[src/rtl/scan_sequencer.sv]
// Line-scan sequencer: steps a 4-bit demux select through 16 lines, with a
// blanking gap before each line and an optional per-line enable mask.
module scan_sequencer #(
  parameter int unsigned DWELL = 1000,
  parameter int unsigned BLANK = 4
) (
  input  logic        clk,
  input  logic        rst_n,
  input  logic        run,
  input  logic [15:0] line_mask,
  output logic [3:0]  sel,
  output logic        en,
  output logic        frame_done,
  output logic        busy
);

  typedef enum logic [1:0] {
    S_IDLE   = 2'd0,
    S_BLANK  = 2'd1,
    S_ACTIVE = 2'd2
  } state_t;

  // Last-cycle compare values; BLANK_LAST is never used when BLANK is 0.
  localparam logic [15:0] DWELL_LAST = 16'(DWELL - 1);
  localparam logic [15:0] BLANK_LAST = 16'(BLANK - 1);

  state_t      r_state;
  logic [15:0] r_cnt;
  logic [3:0]  r_sel;
  logic        r_en;
  logic        r_frame_done;
  logic        r_busy;
  logic [3:0]  w_sel_next;

  assign w_sel_next = r_sel + 4'd1;

  always_ff @(posedge clk or negedge rst_n) begin
    if (!rst_n) begin
      r_state      <= S_IDLE;
      r_cnt        <= '0;
      r_sel        <= '0;
      r_en         <= 1'b0;
      r_frame_done <= 1'b0;
      r_busy       <= 1'b0;
    end else begin
      r_frame_done <= 1'b0;
      if (!run) begin
        // Stop wins over every other event, including a pending frame_done.
        r_state <= S_IDLE;
        r_cnt   <= '0;
        r_sel   <= '0;
        r_en    <= 1'b0;
        r_busy  <= 1'b0;
      end else begin
        case (r_state)
          S_IDLE: begin
            r_cnt  <= '0;
            r_sel  <= '0;
            r_busy <= 1'b1;
            if (BLANK > 0) begin
              r_state <= S_BLANK;
              r_en    <= 1'b0;
            end else begin
              r_state <= S_ACTIVE;
              r_en    <= line_mask[0];
            end
          end
          S_BLANK: begin
            r_busy <= 1'b1;
            r_en   <= 1'b0;
            if (r_cnt == BLANK_LAST) begin
              r_state <= S_ACTIVE;
              r_cnt   <= '0;
              r_en    <= line_mask[r_sel];
            end else begin
              r_cnt <= r_cnt + 16'd1;
            end
          end
          S_ACTIVE: begin
            r_busy <= 1'b1;
            if (r_cnt == DWELL_LAST) begin
              r_cnt <= '0;
              r_sel <= w_sel_next;
              if (r_sel == 4'hF) r_frame_done <= 1'b1;
              // With no blanking, select and enable move on the same edge.
              if (BLANK > 0) begin
                r_state <= S_BLANK;
                r_en    <= 1'b0;
              end else begin
                r_state <= S_ACTIVE;
                r_en    <= line_mask[w_sel_next];
              end
            end else begin
              r_cnt <= r_cnt + 16'd1;
              r_en  <= line_mask[r_sel];
            end
          end
          default: begin
            r_state <= S_IDLE;
            r_cnt   <= '0;
            r_sel   <= '0;
            r_en    <= 1'b0;
            r_busy  <= 1'b0;
          end
        endcase
      end
    end
  end

  assign sel        = r_sel;
  assign en         = r_en;
  assign frame_done = r_frame_done;
  assign busy       = r_busy;

endmodule

[config.mk]
export PLATFORM = sky130hd
export DESIGN_NAME = scan_sequencer
export DESIGN_NICKNAME = d
export VERILOG_FILES = /design/src/rtl/scan_sequencer.sv
export SDC_FILE = /design/constraint.sdc
export NUM_CORES = 1
export LEC_CHECK = 0
export CAP_MARGIN = 20
export CORE_ASPECT_RATIO = 0.6
export CORE_MARGIN = 2
export CORE_UTILIZATION = 40
export CTS_BUF_LIST = sky130_fd_sc_hd__clkbuf_8
export DETAILED_ROUTE_END_ITERATION = 10
export PLACE_DENSITY = 0.68
export RECOVER_POWER = 100
export SKIP_LAST_GASP = 1
export SLEW_MARGIN = 40
export SYNTH_ARGS = -nofsm -noshare
export SYNTH_HDL_FRONTEND = slang
export SYNTH_SLANG_ARGS = --single-unit
[constraint.sdc]
create_clock -name clk -period 3.6 [get_ports clk]
set_clock_uncertainty 0.05 [all_clocks]
set_input_delay 0.36 -clock clk [delete_from_list [all_inputs] [get_ports clk]]
set_output_delay 0.36 -clock clk [all_outputs]
set_load 0.005 [all_outputs]
### After elaboration in Yosys (flattened, before gate mapping)

Index checks and enable logic that the tools add are counted.

| storage, ports and cells | value |
|---|---|
| word-level logic and storage cells | 44 |
| output and inout port bits | 7 |
| input port bits | 19 |
| flip-flop bits (word level) | 25 |

| operators by class | value |
|---|---|
| add/subtract/negate cells | 2 |
| reductions and logical operators | 4 |
| muxes and demuxes | 23 |
| equality and inequality tests | 8 |
| order comparisons | 1 |

Operators with widths:

| kind | number |
|---|---|
| 16-bit 2-to-1 mux | 3 |
| 16-bit one-hot mux with 2 select lines | 1 |
| 16-bit by 1-bit adder with 16-bit output, second input constant | 1 |
| 16-bit by 10-bit equality test with 1-bit output, second input constant | 1 |
| 16-bit by 2-bit equality test with 1-bit output, second input constant | 1 |
| 1-bit 2-to-1 mux | 10 |
| 4-bit 2-to-1 mux | 2 |
| 4-bit one-hot mux with 2 select lines | 1 |
| 2-bit 2-to-1 mux | 3 |
| 3-bit != test, second input constant | 2 |
| 2-bit one-hot mux with 3 select lines | 1 |
| 4-bit by 5-bit less-than comparator with 1-bit output, second input constant | 1 |
| 4-bit by 1-bit adder with 4-bit output, second input constant | 1 |
| 1-bit binary-select mux with 4-bit select | 1 |
| 4-bit equality test, second input constant | 1 |
| 2-bit AND reduction | 2 |
| 3-bit OR reduction | 1 |
| 2-bit by 1-bit equality test with 1-bit output, second input constant | 1 |
| 2-bit equality test, second input constant | 1 |
| 2-bit logical NOT | 1 |
| 2-bit != test, second input constant | 1 |
| 1-bit one-hot mux with 2 select lines | 1 |

### Logic depth before layout (Yosys ltp)

Gate-level depths: netlist of run 1.

| logic depth | value |
|---|---|
| word-level depth | 5 |
| mapped depth | 7 |

### Worst setup path before layout of run 1

Ideal clock, no wire load.

| timing path | value |
|---|---|
| path kind | register to register |
| start point | register r_cnt[4] |
| end point | register r_cnt[10] |
| path buffers | 1 |
| cell stages (with the launch flop) | 6 |
| data arrival time | 1872 ps |
| setup slack | 1559 ps |
| required time | 3431 ps |
| cell sequence | dfrtp_1 > or4_4 > o41ai_2 > a21o_1 > buf_4 > nor2_1 |

| between the ends | value |
|---|---|
| cells in the longest elaborated chain, start to end | 4 |
| elaborated cells on any way between the ends | 7 |
| those cells by class | add/sub: 1; eq/ne: 2; mux: 4 |

Ends and longest elaborated chain:

| element | line | RTL |
|---|---|---|
| start: declaration | 28 | `logic [15:0] r_cnt;` |
| start signal: assignment | 76 | `r_cnt <= r_cnt + 16'd1;` |
| start signal: assignment | 94 | `r_cnt <= r_cnt + 16'd1;` |
| 16-bit by 1-bit adder with 16-bit output (tied with other cells) | 76, 94 |  |
| 16-bit 2-to-1 mux, on equally long branches | 81, 71 |  |
| 16-bit one-hot mux with 2 select lines * | 55 | `case (r_state)` |
| 16-bit 2-to-1 mux * | 47 | `if (!run) begin` |

Every way passes the cells marked *; elsewhere a longest branch is shown, timed or not.
A chain may end at the register's enable or synchronous reset.

### Worst setup path in the final report of run 1

| timing path | value |
|---|---|
| start point | register r_cnt[13] |
| end point | register r_sel[2] (netlist: sel[2]) |

| between the ends | value |
|---|---|
| cells in the longest elaborated chain, start to end | 3 |

Ends and longest elaborated chain:

| element | line | RTL |
|---|---|---|
| 16-bit by 10-bit equality test with 1-bit output | 81 | `if (r_cnt == DWELL_LAST) begin` |
| 3-bit != test (no source line) | - |  |
| 2-bit AND reduction (no source line) | - |  |
| end signal: assignment | 83 | `r_sel <= w_sel_next;` |
| end: declaration | 29 | `logic [3:0] r_sel;` |

Every way passes these cells.

==> results of run 1 <==
final cells by class:
type | instances | area (um2) | area share, %
timing repair buffer | 25 | 244.0 | 13.62
tap | 47 | 58.81 | 3.282
clock buffer | 3 | 41.29 | 2.304
clock inverter | 1 | 3.754 | 0.2095
multi-input combinational | 111 | 795.8 | 44.41
inverter | 6 | 22.52 | 1.257
sequential | 25 | 625.6 | 34.92
worst paths after layout:
kind | from | endpoint | slack (ns) | cells after the start
worst max-delay path | r_cnt[13]$_DFF_PN0_ | sel[2]$_DFFE_PN0P_ | 1.03 | 4
worst min-delay path | rst_n | sel[0]$_DFFE_PN0P_ | 0.31 | 1
worst max register to register | r_cnt[13]$_DFF_PN0_ | sel[2]$_DFFE_PN0P_ | 1.03 | 4
worst min register to register | r_cnt[0]$_DFF_PN0_ | r_cnt[0]$_DFF_PN0_ | 0.47 | 1
max in group asynchronous | rst_n | r_cnt[8]$_DFF_PN0_ | 2.43 | 1
min in group clk | r_cnt[0]$_DFF_PN0_ | r_cnt[0]$_DFF_PN0_ | 0.47 | 1
cell families after synthesis:
logic type / synth area share (%)
xor+xnor: 7.571
buf+inv: 3.494
flops: 41.60
mux: 8.819
simple gates: 25.21
fa+ha+maj: 4.992
compound gates: 8.319
worst reg2reg max path, delay by kind of cell, from the launching register on:
kind | cells | cell delay (ns)
flip-flops | 1 | 0.42
AO/OA/AOI/OAI | 2 | 0.54
AND/OR/NAND/NOR | 2 | 1.45
registers in the layout, indices dropped and copies added (netlist names):
name        flops
busy            1
en              1
frame_done      1
r_cnt          16
r_state         2
sel             4
per-stage QoR:
step	hold WS [ns]	total power (uW)	utilization, %
detailed placement	0.3349	363.2	48.88
CTS	0.04431	523.1	50.12
finish	0.3140	516.0	49.26
floorplan	0.01441	329.0	-
global placement	0.4391	360.9	49.02
global route	0.4624	542.8	49.26
cells in the final DEF (no fill, tap or decap), types with 2 or more instances in the layout:
cell type,count
sky130_fd_sc_hd__xor2_1,2
sky130_fd_sc_hd__or4_1,3
sky130_fd_sc_hd__a21oi_1,4
sky130_fd_sc_hd__mux4_2,5
sky130_fd_sc_hd__nand4_1,3
sky130_fd_sc_hd__mux2i_1,2
sky130_fd_sc_hd__nand2_1,10
sky130_fd_sc_hd__dfrtp_1,25
sky130_fd_sc_hd__or3_1,3
sky130_fd_sc_hd__xnor2_1,11
sky130_fd_sc_hd__nor3_1,5
sky130_fd_sc_hd__clkdlybuf4s50_1,16
sky130_fd_sc_hd__a21o_1,2
sky130_fd_sc_hd__nor2_1,18
sky130_fd_sc_hd__nand3_1,11
sky130_fd_sc_hd__nor4_1,6
sky130_fd_sc_hd__o21ai_0,3
sky130_fd_sc_hd__nor3b_1,2
sky130_fd_sc_hd__nor2b_1,2
sky130_fd_sc_hd__dlygate4sd3_1,8
sky130_fd_sc_hd__ha_1,6
sky130_fd_sc_hd__inv_1,7
sky130_fd_sc_hd__clkbuf_8,3
routing by layer:
metal,up-vias,global-route usage (%)
met3,0,3.016
li1,579,-
met1,585,23.34
met2,35,27.28
met4,0,1.093
met5,-,0
report_power, final:
part	switching, uW	internal [uW]	total, uW
logic	34.8	32.7	67.5
clock network	83.1	76.1	159
registers	4.42	285	289
==> metrics.log, run 1 <==
INFO  metric grt_pass1_wl = 5582 um
INFO  metric clock_tree.buffer_depth = 2
INFO  metric design.core.area = 0.003637 mm2
INFO  metric drt_iter0_drc = 95
INFO  metric design.final.nets = a little under 200
INFO  metric drt_pass1_iterations = 4
INFO  metric fraction_of_layout_cells_with_a_size_suffix_above_1 = 7.018%
INFO  metric status = completed
INFO  metric worst-endpoint-arrival = about 2.7 ns
INFO  metric cap_viol_max_count = 0
INFO  metric clock_transition_at_the_registers_of_the_reported_paths = 0.08 ns
INFO  metric endpoint_kind = register
INFO  metric mappedNetlistArea = roughly 0.0015 mm2
INFO  metric transition_time_at_the_pin_with_the_least_slew_margin = ~1.3 ns
INFO  metric cts_resized = 0
INFO  metric detailedPlace.worstSlack = between 1 and 1.5 ns
INFO  metric crit_slowest_cell = sky130_fd_sc_hd__nor4_1
INFO  metric antenna_cell_count = 0
INFO  metric place.port_buffers = 25
INFO  metric synth.yosys.seq_area_share = about two fifths
INFO  metric instances_no_fill = 218
INFO  metric grt_max_degree = 26
INFO  metric yosys-top-cells-area = sky130_fd_sc_hd__dfrtp_1 (42%), sky130_fd_sc_hd__mux4_2 (7.5%), sky130_fd_sc_hd__xnor2_1 (6.4%)
INFO  metric post_cts_buffers = 0
INFO  metric synth_most_common_cell = sky130_fd_sc_hd__dfrtp_1
INFO  metric highest_layer = met3
INFO  metric number_of_failing_setup_endpoints_in_the_final_timing_report = 0
INFO  metric final.fill_count = 327
INFO  metric crit_path_cell_trace = or4_1, nor4_1, a21oi_1, a311o_1
INFO  metric clockRootBuffer = sky130_fd_sc_hd__clkbuf_8
INFO  metric rsz0062_at_grt = false
INFO  metric period_needed = 2.571 ns
INFO  metric asyncSetResetFlopFracSynth = 100.0%
INFO  metric post_synth_edffs = 0
INFO  metric final-hold-violation-count = 0
INFO  metric final_design_area_no_fill = 0.001792 mm2
INFO  metric chipWidth = 83.16 um
INFO  metric met3_length = approximately 160 um
INFO  metric route.final.wire_length = approximately 3200 um
INFO  metric gpl.final_weighted_congestion = around 0.73
INFO  metric drc = 0
INFO  metric clock_insertion_delay_worst_skew = 0.26 ns
INFO  metric initial_core_util = between 40% and 50%
INFO  metric m1WireLength = 1518 um
INFO  metric synthesis.yosys.warnings = 0
INFO  metric place.detailed.hpwl = 2481 um
INFO  metric routed_antenna_nets = 0
INFO  metric timing.max_slew.rel_slack = a little over an eighth
INFO  metric die_area = 0.004282 mm2
INFO  metric synth_nets = ~170
INFO  metric vias_per_cell = 5.500
INFO  metric max-vdd-ir-drop = ~0.00024 V
INFO  metric layout_setup_ws = ~1.0 ns
INFO  metric top_cell_types_by_occurrence_after_synthesis = sky130_fd_sc_hd__dfrtp_1 (25), sky130_fd_sc_hd__nor2_1 (18), sky130_fd_sc_hd__nand3_1 (11), sky130_fd_sc_hd__xnor2_1 (11), sky130_fd_sc_hd__nand2_1 (10)
INFO  metric crit_fanout = 5
INFO  metric required = between 3 and 4 ns
INFO  metric synth_largest_type_area_fraction = slightly above 40%
INFO  metric synthesis.area_per_instance = ~10 um2
INFO  metric place_area = 0.001778 mm2
INFO  metric grt_overflow_total = 0
INFO  metric cts_inserted_buffers = 3
INFO  metric vias = ~1.2k
INFO  metric yosysTopAreaCell = sky130_fd_sc_hd__dfrtp_1
INFO  metric post-route-period-util = approximately 71%
INFO  metric ys_ff_latch = 25
INFO  metric number_of_sinks_driven_by_the_clock_tree = 25
INFO  metric globalRouteTotalUtil = ~16%
INFO  metric final_max_slew_viol_count = 0
INFO  metric worst_setup_path_start_kind = register
INFO  metric std_cell_rows = 17
INFO  metric cp.buffers_inverters = 0
INFO  metric syn-instance-count = 149
INFO  metric ctsHtreeMaxLevel = 1
INFO  metric clock.fmax = between 0.3 and 0.4 GHz
INFO  metric crit_path_max_incr_delay = 0.79 ns
INFO  metric antenna_found_initial = 0
INFO  metric power.leakage = between 0.0006 and 0.0007 uW
INFO  metric cts_tree = yes
INFO  metric met2RoutedLength = between 1000 and 1500 um
INFO  metric floorplan.die.height = 51.50 um
INFO  metric post_cts_hold_buffer_count = 0
INFO  metric first_global_vias = ~1.2k
INFO  metric postSynth.topFlopCell = sky130_fd_sc_hd__dfrtp_1
INFO  metric power-per-cell-area = just under 300 mW/mm2
INFO  metric area_growth = 19.13%
INFO  metric path_class = register to register
INFO  metric drt-wirelength-per-cell = about 15 um
INFO  metric worst_path_dominant_cell_family = simple AND/OR/NAND/NOR gates
INFO  metric setup-tns-final = 0 ns
INFO  metric netlist-cell-type-count = 35
INFO  metric min_path_type = input port to async pin
INFO  metric post-place-cells = 214
INFO  metric boundaryPins = 26
(Power assumes the default switching activity.)
==> run 2: changes to the inputs <==
==> constraint.sdc (replaced) <==
create_clock -name clk -period 2.6 [get_ports clk]
set_clock_uncertainty 0.05 [all_clocks]
set_input_delay 0.26 -clock clk [delete_from_list [all_inputs] [get_ports clk]]
set_output_delay 0.26 -clock clk [all_outputs]
set_load 0.005 [all_outputs]
==> run 2 against run 1 <==
  * Critical path depth is the same
  * First-iteration DRC count is 1.1% lower
  * Sequential power increased by 39%
  * Sequential share of layout area is 0.97 points lower
  * Total power rose by 40%
  * Critical path type unchanged
  * Largest cell class unchanged
  * Largest power group unchanged
==> metrics.log, run 2 (synthesis results as in run 1) <==
INFO  metric status = completed
INFO  metric cts_resized = 0 (unchanged)
INFO  metric power.total = 719.9 uW (+40%)
INFO  metric globalRouteTotalUtil = 16.68% (+0.42 points)
INFO  metric final_max_slew_viol_count = 0 (unchanged)
INFO  metric worst_path_dominant_cell_family = compound AO/OA/AOI/OAI gates
INFO  metric place.detailed.hpwl = 2435 um (-1.8%)
INFO  metric cp.buffers_inverters = 0 (unchanged)
INFO  metric routed_antenna_nets = 0 (unchanged)
INFO  metric cap_viol_max_count = 0 (unchanged)
INFO  metric endpoint_kind = register
INFO  metric rsz0062_at_grt = false
INFO  metric required = 2.69 ns (-1.00 ns)
INFO  metric first_global_vias = 1131 (-1.7%)
INFO  metric chipWidth = 83.16 um (unchanged)
INFO  metric antenna_found_initial = 0 (unchanged)
INFO  metric drt_pass1_iterations = 4 (unchanged)
INFO  metric crit_slowest_cell = sky130_fd_sc_hd__or4_4
INFO  metric power-per-cell-area = 390.6 mW/mm2 (+36%)
INFO  metric path_class = register to register
INFO  metric max_flop_register = r_cnt
INFO  metric r2r-start = r_cnt[3]$_DFF_PN0_
INFO  metric clock_insertion_delay_worst_skew = 0.27 ns (about the same)
INFO  metric transition_time_at_the_pin_with_the_least_slew_margin = 1.374 ns (+0.07599 ns)
INFO  metric design.final.nets = 200 (+1.5%)
INFO  metric timing.max_slew.rel_slack = 8.416% (-5.1 points)
INFO  metric post_cts_buffers = 0 (unchanged)
INFO  metric grt_max_degree = 26 (unchanged)
INFO  metric power.leakage = 0.0006840 uW (+1.7%)
INFO  metric layout_setup_ws = 0.2880 ns (-0.7408 ns)
INFO  metric timing.rr.end = r_cnt[5]$_DFF_PN0_
INFO  metric worst_setup_path_start_kind = register
INFO  metric instances_no_fill = 221 (+1.4%)
INFO  metric die_area = 0.004282 mm2 (unchanged)
INFO  metric period_needed = 2.312 ns (-0.2592 ns)
INFO  metric final.fill_count = 326 (-0.31%)
INFO  metric worst-endpoint-arrival = 2.40 ns (-0.27 ns)
INFO  metric flip_flop_count_of_the_largest_register_all_copies_and_words_added = 16 (unchanged)
INFO  metric number_of_sinks_driven_by_the_clock_tree = 25 (unchanged)
INFO  metric std_cell_rows = 17 (unchanged)
INFO  metric post-route-period-util = 88.92% (+18 points)
INFO  metric detailedPlace.worstSlack = 0.2807 ns (-1.054 ns)
INFO  metric post_cts_hold_buffer_count = 0 (unchanged)
INFO  metric cts_tree = yes
INFO  metric drt_iter0_drc = 94 (-1.1%)
INFO  metric floorplan.die.height = 51.50 um (unchanged)
INFO  metric final_cell_mix = sky130_fd_sc_hd__dfrtp_1 (25), sky130_fd_sc_hd__nor2_1 (18), sky130_fd_sc_hd__clkdlybuf4s50_1 (16)
INFO  metric cts_inserted_buffers = 3 (unchanged)
INFO  metric post-place-cells = 217 (+1.4%)
INFO  metric clock.fmax = 0.4325 GHz (+11%)
INFO  metric crit_fanout = 16 (+11)
INFO  metric vias_per_cell = 5.308 (-3.5%)
INFO  metric max-vdd-ir-drop = 0.0002672 V (+13%)
INFO  metric crit_path_cell_trace = or4_4, o41ai_2, a21o_1, nor2_1
INFO  metric number_of_failing_setup_endpoints_in_the_final_timing_report = 0 (unchanged)
INFO  metric drt-wirelength-per-cell = 14.47 um (-0.30%)
INFO  metric crit_path_max_incr_delay = 0.58 ns (-0.21 ns)
INFO  metric fraction_of_layout_cells_with_a_size_suffix_above_1 = 9.770% (+2.8 points)
INFO  metric setup-tns-final = 0 ns (unchanged)
INFO  metric timing.reg2reg.worst_path_depth = 4 (unchanged)
INFO  metric min_delay_path_depth = 1
INFO  metric clockRootBuffer = sky130_fd_sc_hd__clkbuf_8
INFO  metric design.core.area = 0.003637 mm2 (unchanged)
INFO  metric hold_start = r_cnt[0]$_DFF_PN0_
INFO  metric place.port_buffers = 25 (unchanged)
INFO  metric area_growth = 22.55%
INFO  metric boundaryPins = 26 (unchanged)
INFO  metric grt_pass1_wl = 5630 um (+0.86%)
INFO  metric route.final.wire_length = 3197 um (+1.1%)
INFO  metric final_common_cell = sky130_fd_sc_hd__dfrtp_1
INFO  metric min_path_type = register to register
INFO  metric initial_core_util = 41.35% (unchanged)
INFO  metric grt_overflow_total = 0 (unchanged)
INFO  metric vias = 1173 (-2.2%)
INFO  metric regToRegSetupSlack = 0.29 ns (-0.74 ns)
INFO  metric antenna_cell_count = 0 (unchanged)
INFO  metric final-hold-violation-count = 0 (unchanged)
INFO  metric clock_transition_at_the_registers_of_the_reported_paths = 0.08 ns (about the same)
INFO  metric clock_tree.buffer_depth = 2 (unchanged)
INFO  metric hold_end = r_cnt[0]$_DFF_PN0_
INFO  metric drc = 0 (unchanged)
INFO  metric gpl.final_weighted_congestion = 0.7256 (-0.81%)
INFO  metric ctsHtreeMaxLevel = 1 (unchanged)
-- run 2: changes by cell type in the layout (fill, tap and decap cells not counted) --
cell | before | now
sky130_fd_sc_hd__buf_4 | 0 | 2
sky130_fd_sc_hd__dlygate4sd3_1 | 8 | 9
sky130_fd_sc_hd__nor4_1 | 6 | 5
sky130_fd_sc_hd__nor4_4 | 0 | 1
sky130_fd_sc_hd__o41ai_1 | 1 | 0
sky130_fd_sc_hd__o41ai_2 | 1 | 2
sky130_fd_sc_hd__or4_1 | 3 | 2
sky130_fd_sc_hd__or4_4 | 1 | 2
-- run 2: layout make-up --
class                   count  area (um2)  share of cell area, %
repair buffers             28       269.0                  14.60
clock inverters             1       3.754                 0.2037
multi-input cells         111       822.0                  44.60
well taps                  47       58.81                  3.191
flip-flops and latches     25       625.6                  33.94
clock buffers               3       41.29                  2.240
inverters                   6       22.52                  1.222
-- run 2: metal layers --
layer | GRT usage [%] | vias to the layer above | wire length (um)
met2 | 25.81 | 25 | 1425
met5 | 0 | - | 0
met3 | 4.444 | 2 | 155
met1 | 23.60 | 560 | 1588
met4 | 4.098 | 0 | 27
li1 | - | 586 | -
-- run 2: worst max-delay path by stage --
stage / slack, ns / end / cells past startpoint / from
2_1_floorplan: 0.56 / r_cnt[13]$_DFF_PN0_ / 5 / r_cnt[4]$_DFF_PN0_
3_3_place_gp: 0.34 / r_cnt[14]$_DFF_PN0_ / 4 / r_cnt[3]$_DFF_PN0_
3_5_place_dp: 0.28 / r_cnt[13]$_DFF_PN0_ / 4 / r_cnt[3]$_DFF_PN0_
4_1_cts: 0.28 / r_cnt[6]$_DFF_PN0_ / 4 / r_cnt[3]$_DFF_PN0_
5_1_grt: 0.19 / r_cnt[12]$_DFF_PN0_ / 4 / r_cnt[12]$_DFF_PN0_
6_report: 0.29 / r_cnt[5]$_DFF_PN0_ / 4 / r_cnt[3]$_DFF_PN0_
-- run 2: metrics by stage --
step,utilization (%),area [um2],hold slack [ns]
floorplan,-,1504,-0.08559
global placement,49.64,1805,0.4403
detailed placement,49.64,1805,0.4639
CTS,50.88,1851,0.2995
global route,50.67,1843,0.5245
finish,50.67,1843,0.4706
-- run 2: where the power goes --
group	internal (uW)	switching [uW]
registers	394	6.43
logic	46.2	47.7
clock network	106	119
==> run 3: changes to the inputs <==
--- a/config.mk
+++ b/config.mk
@@ -5,9 +5,9 @@
 export SDC_FILE = /design/constraint.sdc
 export NUM_CORES = 1
 export LEC_CHECK = 0
+export ABC_CLOCK_PERIOD_IN_PS = 2600
 export CAP_MARGIN = 20
 export CORE_ASPECT_RATIO = 0.6
-export CORE_MARGIN = 2
 export CORE_UTILIZATION = 40
 export CTS_BUF_LIST = sky130_fd_sc_hd__clkbuf_8
 export DETAILED_ROUTE_END_ITERATION = 10
==> run 3 against run 2 <==
  * Combinational power is 2.3% higher
  * Core utilization rose by 2.9 points
  * Critical path type unchanged
  * Setup slack worse by 0.041 ns
  * Final cell count down 1.4%
  * Non-clock buffer count shrank 1
  * Wire length is 1.4% higher
  * Largest cell class unchanged
  * Fmax fell by 1.8%
  * Sequential power is essentially flat
  * Final area shrank 0.48%
  * Total power up 1.6%
  * Global-route usage increased by 1.7 points
  * Via count is 4.3% higher
==> metrics.log, run 3 (synthesis results as in run 1) <==
INFO  metric transition_time_at_the_pin_with_the_least_slew_margin = 1.367 ns (-0.006326 ns)
INFO  metric clockRootBuffer = sky130_fd_sc_hd__clkbuf_8
INFO  metric ctsHtreeMaxLevel = 1 (unchanged)
INFO  metric worst_setup_path_start_kind = register
INFO  metric power-per-cell-area = 398.7 mW/mm2 (+2.1%)
INFO  metric cp.buffers_inverters = 0 (unchanged)
INFO  metric period_needed = 2.353 ns (+0.04131 ns)
INFO  metric drt_pass1_iterations = 4 (unchanged)
INFO  metric clock.fmax = 0.4249 GHz (-1.8%)
INFO  metric max_flop_register = r_cnt
INFO  metric post-route-period-util = 90.51% (+1.6 points)
INFO  metric number_of_failing_setup_endpoints_in_the_final_timing_report = 0 (unchanged)
INFO  metric final_common_cell = sky130_fd_sc_hd__dfrtp_1
INFO  metric route.final.wire_length = 3243 um (+1.4%)
INFO  metric die_area = 0.004017 mm2 (-6.2%)
INFO  metric setup-tns-final = 0 ns (unchanged)
INFO  metric grt_overflow_total = 0 (unchanged)
INFO  metric flip_flop_count_of_the_largest_register_all_copies_and_words_added = 16 (unchanged)
INFO  metric timing.max_slew.rel_slack = 8.838% (+0.42 points)
INFO  metric antenna_found_initial = 0 (unchanged)
INFO  metric grt_max_degree = 26 (unchanged)
INFO  metric final_cell_mix = sky130_fd_sc_hd__dfrtp_1 (25), sky130_fd_sc_hd__nor2_1 (18), sky130_fd_sc_hd__clkdlybuf4s50_1 (16)
INFO  metric required = 2.70 ns (about the same)
INFO  metric area_growth = 21.96%
INFO  metric cap_viol_max_count = 0 (unchanged)
INFO  metric final_core_utilization = 53.58% (+2.9 points)
INFO  metric initial_core_util = 43.93% (+2.6 points)
INFO  metric final-hold-violation-count = 0 (unchanged)
INFO  metric cts_inserted_buffers = 3 (unchanged)
INFO  metric drt_iter0_drc = 81 (-14%)
INFO  metric floorplan.die.height = 49.50 um (-3.9%)
INFO  metric crit_slowest_cell = sky130_fd_sc_hd__a21o_1
INFO  metric clock_transition_at_the_registers_of_the_reported_paths = 0.09 ns (about the same)
INFO  metric vias = 1223 (+4.3%)
INFO  metric clock_insertion_delay_worst_skew = 0.27 ns (about the same)
INFO  metric rsz0062_at_grt = false
INFO  metric status = completed
INFO  metric first_global_vias = 1169 (+3.4%)
INFO  metric gpl.final_weighted_congestion = 0.7831 (+7.9%)
INFO  metric chipWidth = 81.16 um (-2.4%)
INFO  metric cp_num_cells = 5 (+1)
INFO  metric grt_pass1_wl = 5575 um (-0.98%)
INFO  metric cts_resized = 0 (unchanged)
INFO  metric std_cell_rows = 16 (-1)
INFO  metric fraction_of_layout_cells_with_a_size_suffix_above_1 = 9.827% (+0.056 points)
INFO  metric max-vdd-ir-drop = 0.0002641 V (-1.2%)
INFO  metric crit_fanout = 16 (unchanged)
INFO  metric place.port_buffers = 25 (unchanged)
INFO  metric worst-endpoint-arrival = 2.45 ns (+0.05 ns)
INFO  metric vias_per_cell = 5.610 (+5.7%)
INFO  metric number_of_sinks_driven_by_the_clock_tree = 25 (unchanged)
INFO  metric min_path_type = register to register
INFO  metric timing.reg2reg.worst_path_depth = 5 (+1)
INFO  metric antenna_cell_count = 0 (unchanged)
INFO  metric post_cts_hold_buffer_count = 0 (unchanged)
INFO  metric final_max_slew_viol_count = 0 (unchanged)
INFO  metric globalRouteTotalUtil = 18.39% (+1.7 points)
INFO  metric cts_tree = yes
INFO  metric drt-wirelength-per-cell = 14.88 um (+2.8%)
INFO  metric boundaryPins = 26 (unchanged)
INFO  metric design.core.area = 0.003423 mm2 (-5.9%)
INFO  metric post_cts_buffers = 0 (unchanged)
INFO  metric min_delay_path_depth = 1 (unchanged)
INFO  metric drc = 0 (unchanged)
INFO  metric endpoint_kind = register
INFO  metric place.detailed.hpwl = 2474 um (+1.6%)
INFO  metric crit_path_cell_trace = ha_1, or3b_2, o41ai_2, a21o_1, nor2_1
INFO  metric design.final.nets = 199 (-0.50%)
INFO  metric power.leakage = 0.0006784 uW (-0.81%)
INFO  metric path_class = register to register
INFO  metric clock_tree.buffer_depth = 2 (unchanged)
INFO  metric crit_path_max_incr_delay = 0.50 ns (-0.08 ns)
INFO  metric routed_antenna_nets = 0 (unchanged)
INFO  metric worst_path_dominant_cell_family = compound AO/OA/AOI/OAI gates
[run 3: cell types whose count changed in the layout (fill, tap and decap cells not counted)]
cell,before,now
sky130_fd_sc_hd__inv_1,7,6
sky130_fd_sc_hd__clkinv_2,0,1
sky130_fd_sc_hd__buf_4,2,1
[run 3: path summary, 6_finish.rpt]
path	startpoint	endpoint	slack, ns
max	r_cnt[0]$_DFF_PN0_	r_cnt[14]$_DFF_PN0_	0.25
min	r_cnt[0]$_DFF_PN0_	r_cnt[0]$_DFF_PN0_	0.48
max reg2reg	r_cnt[0]$_DFF_PN0_	r_cnt[14]$_DFF_PN0_	0.25
min reg2reg	r_cnt[0]$_DFF_PN0_	r_cnt[0]$_DFF_PN0_	0.48
max in group asynchronous	rst_n	r_cnt[2]$_DFF_PN0_	0.93
min in group asynchronous	rst_n	r_cnt[11]$_DFF_PN0_	0.76
[run 3: per-stage QoR]
step / cells / hold slack, ns / setup slack (ns) / area [um2] / total power, uW
after global placement: 214 / 0.4381 / 0.3561 / 1795 / 500.0
after detailed placement: 214 / 0.4737 / 0.2969 / 1795 / 506.2
after floorplan: 149 / -0.08559 / 0.5589 / 1504 / 455.6
after global routing: 218 / 0.5019 / 0.1545 / 1834 / 762.5
after CTS: 218 / 0.2930 / 0.2940 / 1842 / 737.9
final: 218 / 0.4791 / 0.2467 / 1834 / 731.4
[run 3: layout make-up]
cell class                 count  area, um2
sequential                    25      625.6
fill                         290       1589
clock buffer                   3      41.29
tap                           45      56.30
inverter                       6      22.52
timing repair buffer          27      261.5
multi-input combinational    111      822.0
clock inverter                 1      5.005
[run 3: routing by layer]
layer / wire, um / up-vias / GRT usage (%)
met5: 0 / - / 0
met4: 50 / 0 / 5.357
met3: 160 / 10 / 4.444
met2: 1324 / 37 / 25.21
met1: 1707 / 593 / 28.27
li1: - / 583 / -
[run 3: report_power, final]
| group | leakage [uW] | total (uW) | switching, uW | internal [uW] |
|---|---|---|---|---|
| sequential | 0.000346 | 401 | 6.74 | 394 |
| clock | 0.0000255 | 234 | 127 | 107 |
| combinational | 0.000307 | 96.1 | 49.6 | 46.5 |
| total | 0.000678 | 731 | 183 | 548 |
